File: src/rtl/phase_to_clk_gen.sv
`default_nettype none
// ============================================================================
// Module      : phase_to_clk_gen
// Description : Phase source (DC value or two-point piecewise-linear ramp)
//               driving a numerically controlled oscillator. The NCO emits a
//               square clock whose phase offset follows the selected source.
//               Phase is a signed fraction of one output cycle
//               (2^PH_W units = one cycle). Requires ACC_W > PH_W, T1 > T0.
// Ports       : clk       - system clock, rising edge
//               rst       - asynchronous active-high reset
//               sel_pwl   - 1 = ramp source, 0 = dc_value
//               dc_value  - signed DC phase
//               phase_out - registered selected phase (signed)
//               clk_out   - registered generated clock
// Revision    : 1.0 - initial release
// ============================================================================
module phase_to_clk_gen #(
    parameter int              ACC_W = 24,
    parameter int              PH_W  = 16,
    parameter logic [ACC_W-1:0] FCW  = 24'h180000,
    parameter int              T0    = 100,
    parameter int              T1    = 1300,
    parameter int              V0    = -13107,
    parameter int              V1    = 13107
) (
    input  logic                   clk,
    input  logic                   rst,
    input  logic                   sel_pwl,
    input  logic signed [PH_W-1:0] dc_value,
    output logic signed [PH_W-1:0] phase_out,
    output logic                   clk_out
);

    // Ramp slope split into integer quotient and remainder at elaboration.
    // SystemVerilog division truncates toward zero, so the quotient is pulled
    // down by one for a negative, inexact dV to obtain a true floor.
    localparam int TW   = $clog2(T1 + 1);
    localparam int EW   = TW + 1;
    localparam int DV   = V1 - V0;
    localparam int DT   = T1 - T0;
    localparam int Q_TR = DV / DT;
    localparam int Q    = ((DV % DT) != 0 && DV < 0) ? Q_TR - 1 : Q_TR;
    localparam int R    = DV - Q * DT;

    localparam logic [TW-1:0]   C_T0   = TW'(T0);
    localparam logic [TW-1:0]   C_T1   = TW'(T1);
    localparam logic [PH_W-1:0] C_V0   = PH_W'(V0);
    localparam logic [PH_W-1:0] C_V1   = PH_W'(V1);
    // Ramp arithmetic runs modulo 2^PH_W; every true intermediate value lies
    // between V0 and V1, so the wrapped sum is always the exact result.
    localparam logic [PH_W-1:0] C_Q    = PH_W'(Q);
    localparam logic [EW-1:0]   C_R    = EW'(R);
    localparam logic [EW-1:0]   C_DT   = EW'(DT);
    localparam logic [ACC_W-1:0] C_HALF = {1'b1, {(ACC_W-1){1'b0}}};

    logic [TW-1:0]          r_tcnt;
    logic [EW-1:0]          r_err;
    logic signed [PH_W-1:0] r_pwl;
    logic [ACC_W-1:0]       r_acc;

    logic [TW-1:0]          w_tcnt_nxt;
    logic [EW-1:0]          w_err_sum;
    logic [EW-1:0]          w_err_nxt;
    logic signed [PH_W-1:0] w_pwl_nxt;
    logic signed [PH_W-1:0] w_ph;
    logic [ACC_W-1:0]       w_p;

    assign w_tcnt_nxt = (r_tcnt == C_T1) ? r_tcnt : r_tcnt + TW'(1);
    assign w_err_sum  = r_err + C_R;

    // The ramp register always holds f(r_tcnt); this computes f(w_tcnt_nxt).
    always_comb begin
        w_pwl_nxt = r_pwl;
        w_err_nxt = r_err;
        if (w_tcnt_nxt <= C_T0) begin
            w_pwl_nxt = C_V0;
            w_err_nxt = '0;
        end else if (w_tcnt_nxt >= C_T1) begin
            // Land exactly on V1; no accumulated rounding can overshoot.
            w_pwl_nxt = C_V1;
            w_err_nxt = '0;
        end else if (w_err_sum >= C_DT) begin
            w_pwl_nxt = r_pwl + C_Q + PH_W'(1);
            w_err_nxt = w_err_sum - C_DT;
        end else begin
            w_pwl_nxt = r_pwl + C_Q;
            w_err_nxt = w_err_sum;
        end
    end

    assign w_ph = sel_pwl ? r_pwl : dc_value;

    // Phase added at the accumulator MSB position: the wrapped sum's top
    // PH_W bits equal acc_top + phase_out modulo one cycle. The clock is high
    // for the first half cycle, i.e. while the sum is below one half.
    assign w_p = r_acc + {phase_out, {(ACC_W-PH_W){1'b0}}};

    always_ff @(posedge clk or posedge rst) begin
        if (rst) begin
            r_tcnt    <= '0;
            r_err     <= '0;
            r_pwl     <= C_V0;
            r_acc     <= '0;
            phase_out <= '0;
            clk_out   <= 1'b0;
        end else begin
            r_tcnt    <= w_tcnt_nxt;
            r_err     <= w_err_nxt;
            r_pwl     <= w_pwl_nxt;
            r_acc     <= r_acc + FCW;
            phase_out <= w_ph;
            clk_out   <= (w_p < C_HALF);
        end
    end

endmodule
`default_nettype wire

File: config.mk
export PLATFORM = sky130hd
export DESIGN_NAME = phase_to_clk_gen
export DESIGN_NICKNAME = d
export VERILOG_FILES = /design/src/rtl/phase_to_clk_gen.sv
export SDC_FILE = /design/constraint.sdc
export NUM_CORES = 1
export LEC_CHECK = 0
export CAP_MARGIN = 20
export CORE_ASPECT_RATIO = 0.5
export CORE_MARGIN = 1.5
export CORE_UTILIZATION = 30
export CTS_CLUSTER_DIAMETER = 200
export DETAILED_ROUTE_END_ITERATION = 10
export DONT_BUFFER_PORTS = 1
export PLACE_DENSITY = 0.5
export SYNTH_ARGS = -nofsm -noshare
export SYNTH_HDL_FRONTEND = slang
export SYNTH_SLANG_ARGS = --single-unit
File: constraint.sdc
create_clock -name clk -period 3.75 [get_ports clk]
set_input_delay 0.375 -clock clk [delete_from_list [all_inputs] [get_ports clk]]
set_output_delay 0.375 -clock clk [all_outputs]
set_load 0.02 [all_outputs]
==> After elaboration in Yosys (flattened, before gate mapping) <==
Index checks and enable logic that the tools add are counted.
{ "word_totals": {"reg_bits": 80, "latch_bits": 0, "mem_bits_rw": 0, "romBits": 0, "wordCells": 26, "memories": 0} }
{ "classes": {"add_sub_neg": 7, "n_mul": 0, "div": 0, "n_lt_le_gt_ge": 4, "eq_ne": 1, "shifts": 0, "mux": 8, "n_bitwise": 0, "reduce_logical": 0} }
{ "ops": {"columns": ["cell", "n"], "rows": [
  ["$mux W16", 4],
  ["$mux W12", 3],
  ["$add A24 B21 Y24 const B", 1],
  ["$add A24 B24 Y24", 1],
  ["$lt A24 B24 Y1 const B", 1],
  ["$add A16 B1 Y16 const B", 1],
  ["$add A16 B5 Y16 const B", 1],
  ["$add A12 B10 Y12 const B", 1],
  ["$ge A12 B11 Y1 const B", 1],
  ["$sub A12 B11 Y12 const B", 1],
  ["$add A11 B1 Y11 const B", 1],
  ["$eq A11 B11 Y1 const B", 1],
  ["$ge A11 B11 Y1 const B", 1],
  ["$le A11 B7 Y1 const B", 1],
  ["$mux W11", 1]
]} }

==> Longest topological paths before layout <==
Gate-level depths: netlist of run 1.
{ "logic_depth": {"ltp_word": 5, "mapped_depth": 13, "mapped_depth_nobuf": 12} }

==> Worst setup path after synthesis of run 1 <==
Ideal clock, no wire load.
{ "synth_path": {"path_kind": "register -> register", "start": "reg r_err[5]", "end": "reg r_pwl[12]", "setup_time_ns": 0.130, "arrival_ns": 2.764, "setup_slack_ns": 0.856, "stages_incl_launch_ff": 9, "path_buffers": 1, "period_less_slack_ns": 2.894, "path_cell_list": "dfrtp_1 > or4_4 > buf_6 > o41a_1 > xnor2_1 > a2111oi_1 > or4b_1 > xnor2_1 > a21boi_1"} }
{ "synth_between": {"elab_chain_len": 5} }
{ "synth_rtl": {"columns": ["element", "line_no", "source"], "rows": [
  ["from (decl)", "57", "logic [EW-1:0] r_err;"],
  ["from (signal assigned)", "108", "r_err <= w_err_nxt;"],
  ["$add A12 B10 Y12", "69", "assign w_err_sum = r_err + C_R;"],
  ["$ge A12 B11 Y1", "82", "end else if (w_err_sum >= C_DT) begin"],
  ["$mux W16", "82", null],
  ["$mux W16", "78", "end else if (w_tcnt_nxt >= C_T1) begin"],
  ["$mux W16", "75", "if (w_tcnt_nxt <= C_T0) begin"],
  ["named net w_pwl_nxt[12]", "64", "logic signed [PH_W-1:0] w_pwl_nxt;"],
  ["to (signal assigned)", "109", "r_pwl <= w_pwl_nxt;"],
  ["to (decl)", "58", "logic signed [PH_W-1:0] r_pwl;"]
]} }
The timed path passes the listed nets, and every way through them passes these cells.

==> Final worst setup path of run 1 <==
Ends and elaborated chain as after synthesis.

==> metrics.cfg, run 1 <==
[drt]
drt_iter0_markers = 142
drt-wirelength-per-cell_um = 15.51
ant_nets = 0
wl_um = 8918
viasPerCell = 5.209
drc = 0
dr.pass1.iters = 4
vias = 2995

[clocking]
clkTransAtPathRegs_ns = 0.05
cts_buffers = 9
htreeDepth = 3
cts_num_sinks = 60
ctsResizeCount = 0
cts_hold_buf = 0
cts-root-buf = clkbuf_16
clock_latency_ns = 0.32
cts_buffer_depth = 2
cts_setup_buffers = 0
cts_tree = built

[final_layout]
ff_latch_area_sq_um = 1513
utilization = 0.3446
multi_input_area_sq_um = 2201
area_delta_synth_final_pct = 12.08
insertedDiodeCount = 0
fin_cells = 575
drive_above_1_share = 0.1531
nFillCells = 1270
nets = 429

[logic_synthesis]
yosysUniqueCellTypes = 69
synth_area_leader_cell = dfrtp_1
syn_area_sq_um = 3894
ys.flop_type = dfrtp_1
syn_nets = 434
synth_seq_cells = 60
seq_area_frac_synth = 0.3885
synth_top_area_frac = 0.3278
syn_inst = 405
ys_warn_count = 0
ys_top_cells_by_area = dfrtp_1, xnor2_1, dfstp_2, mux2_2, ha_1
async_flop_share = 1.000
synth_area_per_cell_sq_um = 9.614
synth_edf_count = 0

[floorplan]
fp.dieH_um = 83.56
ios = 36
row_count = 29
dieArea_sq_um = 13710
initial_core_util = 0.3075
die_w_um = 164.1
core_sq_um = 12660

[timing]
relSlewSlack = 0.3556
rsz0062_at_grt = false
finalCritPeriodShare = 0.8215
skew_ns = 0.008306
period_minus_slack_ns = 3.080
slew_violations = 0
finalHoldViolations = 0
finalSetupTns_ns = 0
hold_slack_ns = 0.02477
worstMarginPinSlew_ns = 0.9608
finalSetupViolCount = 0
fmax_mhz = 324.6

[power]
total_power_mw = 1.595
ir_drop_mv = 0.1541
power_density_nw_per_um2 = 365.5
p_leak_nw = 1.702

[global_routing]
antenna_found_initial = 0
track_usage = 0.1375
grt_max_degree = 33
grt_overflow = 0
grt_first_pass_wirelength_um = 14920
grt_pass1_vias = 2828

[critical_path]
startpoint_type = flip-flop
critPathRequiredTime_ns = 4.00
startpoint = r_err[5]
cp_num_buf_inv = 1
max_stage_delay_ns = 0.60
path_class = flip-flop to flip-flop
worstPathArrival_ns = 3.33
worstPathMaxFanout = 8
cp_common_cell = xnor2_1
reg2reg_from = r_err[5]
cp_top_family = simple AND/OR/NAND/NOR gates
crit_path_cell_trace = or4_4 -> o41a_1 -> xnor2_1 -> a2111oi_1 -> buf_4 -> or4b_1 -> xnor2_1 -> a21boi_1
end_kind = flip-flop
worst_path_max_delay_cell = or4_4

[hold_path]
min_path_type = primary input to async pin

[placed_design]
placedCellCount = 559
numPortBuffers = 0
dpl.hpwl_um = 6314
gp_congestion = 0.7976

[status]
outcome = finished clean

[flow_run]
drv_cap = 0

## worst paths after layout
check	endpoint	slack, ns	cells past startpoint
hold / removal	r_acc[23]	0.02	1
min in group clk	phase_out[2]	0.20	1
max in group asynchronous	r_pwl[2]	2.83	2
setup / recovery	r_pwl[12]	0.67	8
hold reg to reg	r_acc[19]	0.47	1
setup reg to reg	r_pwl[12]	0.67	8
## stage by stage
| stage | area, sq um | setup slack [ns] |
|---|---|---|
| after floorplan | 3894 | 0.8560 |
| after detailed placement | 4039 | 0.7001 |
| after global routing | 4364 | 0.4553 |
| after CTS | 4364 | 0.6698 |
| after global placement | 4039 | 0.6968 |
| final | 4364 | 0.6696 |
## cell usage in the layout, fill, tap and decap left out, drive strengths merged, types with 15 or more instances in the layout
master  instances
nand3          19
nor3           16
mux2           17
dfrtp          51
nor2           21
nand2          21
xnor2          34
o21ai          22
inv            23
a21oi          15
## where the power goes
group	internal (mW)	switching, mW	total [mW]
sequential	0.658	0.0168	0.675
clock	0.599	0.292	0.891
combinational	0.0129	0.0164	0.0292
## cells in the mapped netlist, drive strengths merged, types with 3 or more instances
| cell type | instances |
|---|---|
| nor3 | 16 |
| dfstp | 9 |
| nand2 | 21 |
| xnor2 | 34 |
| o31a | 4 |
| nand3 | 19 |
| a21o | 4 |
| mux2 | 17 |
| and3 | 7 |
| o31ai | 5 |
| o21ai | 22 |
| buf | 9 |
| a21oi | 15 |
| and2 | 5 |
| nor2 | 21 |
| and4 | 3 |
| nor2b | 5 |
| xor2 | 10 |
| dfrtp | 51 |
| or4 | 3 |
| clkbuf | 11 |
| nor4bb | 3 |
| a21boi | 6 |
| a211oi | 5 |
| nand2b | 4 |
| or4b | 4 |
| nand4 | 5 |
| ha | 10 |
| nor4 | 8 |
| o21a | 5 |
| inv | 22 |
| mux2i | 4 |
| a31oi | 5 |
## metal layers
layer	vias up	part of all wire	track usage	wire length, um
met5	-	0	0	0
li1	1467	-	-	-
met2	54	0.45	0.2002	4052
met3	4	0.044	0.03875	395
met4	0	0.0070	0.04132	62
met1	1470	0.49	0.1958	4408
## layout make-up
| class | count | share of cell area |
|---|---|---|
| sequential | 60 | 0.3466 |
| inverter | 22 | 0.01892 |
| multi-input combinational | 303 | 0.5043 |
| clock inverter | 6 | 0.01978 |
| timing repair buffer | 4 | 0.006881 |
| tap | 170 | 0.04874 |
| clock buffer | 10 | 0.05476 |
## cell families (layout without fill, tap and decap cells)
kind of cell / after synthesis / in the layout / share of synthesized area
AOI/OAI and AO/OA: 91 / 91 / 0.1713
xor gates and xnor gates: 44 / 44 / 0.09897
adders and majority gates: 10 / 10 / 0.03213
buffers and inverters: 42 / 42 / 0.04627
DFF: 60 / 60 / 0.3885
muxes: 21 / 21 / 0.05945
and+or+nand+nor: 137 / 137 / 0.2034
## worst register-to-register path, stage by stage (launching register included)
cell,delay [ns]
dfrtp_1,0.43
or4_4,0.60
o41a_1,0.39
xnor2_1,0.24
a2111oi_1,0.38
buf_4,0.20
or4b_1,0.46
xnor2_1,0.14
a21boi_1,0.15
## sequential cells by signal (all words and copies together) (netlist names)
name and count:
phase_out 16, r_pwl 16, r_err 11, r_tcnt 11, r_acc 5, clk_out 1
Note: power is estimated with default switching activity, not from simulation.
==> run 2, diff against run 1 <==
--- a/config.mk
+++ b/config.mk
@@ -12,7 +12,7 @@
 export CTS_CLUSTER_DIAMETER = 200
 export DETAILED_ROUTE_END_ITERATION = 10
 export DONT_BUFFER_PORTS = 1
-export PLACE_DENSITY = 0.5
+export PLACE_DENSITY = 0.51
 export SYNTH_ARGS = -nofsm -noshare
 export SYNTH_HDL_FRONTEND = slang
 export SYNTH_SLANG_ARGS = --single-unit
==> constraint.sdc (replaced) <==
create_clock -name clk -period 2.69 [get_ports clk]
set_input_delay 0.269 -clock clk [delete_from_list [all_inputs] [get_ports clk]]
set_output_delay 0.269 -clock clk [all_outputs]
set_load 0.02 [all_outputs]
==> run 2 against run 1 <==
Net effect:
- the flow now finishes with violations (negative setup slack)
- cell count is 9.0% higher
- first-iteration DRC count up 13%
- non-clock buffer count is 53 higher
- clock power is 19% higher
- critical endpoint unchanged
==> metrics.cfg, run 2 (synthesis results as in run 1) <==
[placed_design]
placedCellCount = 604
dpl.hpwl_um = 6626
dpl_cell_area_sq_um = 4422
numPortBuffers = 0
gp_congestion = 0.8213

[global_routing]
grt_max_degree = 50
grt_pass1_vias = 3019
grt_overflow = 0
antenna_found_initial = 0
grt_first_pass_wirelength_um = 15300
track_usage = 0.1433

[final_layout]
postLayoutCellArea_sq_um = 4871
fin_cells = 627
final_cell_mix = dfrtp_1, buf_4, xnor2_1
multi_input_area_sq_um = 2322
area_delta_synth_final_pct = 25.10
insertedDiodeCount = 0
drive_above_1_share = 0.2801
ff_latch_area_sq_um = 1513
layout_commonest_cell = dfrtp_1
nets = 482
nFillCells = 1252
top_regs = phase_out (16), r_pwl (16)

[critical_path]
path_class = flip-flop to flip-flop
end_kind = flip-flop
worstPathArrival_ns = 2.98
critPathRequiredTime_ns = 2.94
reg2reg_from = r_err[7]
worstPathMaxFanout = 3
startpoint_type = flip-flop
startpoint = r_err[7]

[timing]
rsz0062_at_grt = true
fmax_mhz = 367.0
skew_ns = 0.006962
worstMarginPinSlew_ns = 0.5586
slew_violations = 0
finalSetupViolCount = 4
relSlewSlack = 0.6236
layout_setup_ws_ns = -0.03467
finalCritPeriodShare = 1.013
finalHoldViolations = 0
period_minus_slack_ns = 2.725

[hold_path]
min_path_type = primary input to flip-flop
min_from = dc_value[5]

[clocking]
clock_latency_ns = 0.33
clkTransAtPathRegs_ns = 0.06
cts_buffer_depth = 2
cts_num_sinks = 60
htreeDepth = 3
cts_buffers = 9
cts-root-buf = clkbuf_16
cts_tree = built

[power]
p_leak_nw = 1.950
total_power_mw = 2.051
ir_drop_mv = 0.2851
power_density_nw_per_um2 = 421.1

[drt]
drt-wirelength-per-cell_um = 14.63
dr.pass1.iters = 4
viasPerCell = 5.026
drt_iter0_markers = 161
ant_nets = 0
drc = 0
wl_um = 9176
vias = 3151

[floorplan]
die_w_um = 164.1
ios = 36
fp.dieH_um = 83.56
row_count = 29
dieArea_sq_um = 13710
core_sq_um = 12660
initial_core_util = 0.3075

[flow_run]
drv_cap = 0

[status]
outcome = complete, but fails checks
violations = negative setup slack

-- run 2: cell types whose count changed in the layout (fill, tap and decap cells not counted), moves of 2 or more --
cell	delta
ha_2	+2
buf_6	+4
nor4bb_2	+2
xnor2_2	+2
xnor2_1	-2
buf_12	+2
bufinv_16	-2
o21ai_0	-2
ha_1	-2
clkbuf_1	+2
buf_4	+46
o21ai_4	+2
nor4bb_1	-2
-- run 2: where the power goes --
| part | total, mW | switching (mW) | internal (mW) |
|---|---|---|---|
| clock | 1.06 | 0.399 | 0.665 |
| combinational | 0.0464 | 0.0236 | 0.0227 |
| sequential | 0.941 | 0.0229 | 0.918 |
| total | 2.05 | 0.446 | 1.61 |
-- run 2: through the flow --
step	utilization	hold WS, ns	setup WS (ns)	setup TNS, ns
after floorplan	-	0.4196	-0.08874	-0.08874
after global routing	0.3846	0.06696	-0.1511	-1.409
final	0.3846	0.08156	-0.03467	-0.08610
after detailed placement	0.3492	0.4226	-0.02044	-0.03398
after CTS	0.3720	0.06824	-0.06364	-0.1340
after global placement	0.3492	0.4196	0.01459	0
-- run 2: layout make-up --
cell class | count | share of cell area
clock buffer | 13 | 0.05343
clock inverter | 2 | 0.002055
inverter | 22 | 0.01695
multi-input combinational | 303 | 0.4768
sequential | 60 | 0.3106
tap | 170 | 0.04367
timing repair buffer | 57 | 0.09658
-- run 2: routing by layer --
layer | vias to the layer above | GRT usage | wire length (um)
met5 | - | 0 | 0
met4 | 0 | 0.04959 | 165
met3 | 13 | 0.04024 | 304
met2 | 49 | 0.2298 | 4301
met1 | 1525 | 0.1843 | 4404
li1 | 1564 | - | -
-- run 2: worst max-delay path, stage by stage (launching register included) --
cell and delay (ns):
dfrtp_1 0.38, or4_4 0.55, o41a_1 0.38, xnor2_2 0.18
a2111oi_4 0.37, or4b_1 0.50, xnor2_1 0.14, a21boi_1 0.14
-- run 2: final timing paths --
check	slack, ns	cells after the start	end
min in group asynchronous	0.45	2	phase_out[13]
worst max register to register	-0.03	7	r_pwl[12]
worst max-delay path	-0.03	7	r_pwl[12]
worst min register to register	0.47	1	r_acc[19]
max in group asynchronous	1.54	4	r_err[4]
worst min-delay path	0.08	1	phase_out[5]
-- run 2: timing repair --
action | 4_1_cts | 5_1_grt
endpoints found under the hold margin | 0 | 18
setup endpoints to repair | 6 | 27
buffers inserted | 1 | 5
pin swaps | 1 | 6
hold buffers | 0 | 1
resized for setup | 3 | 20
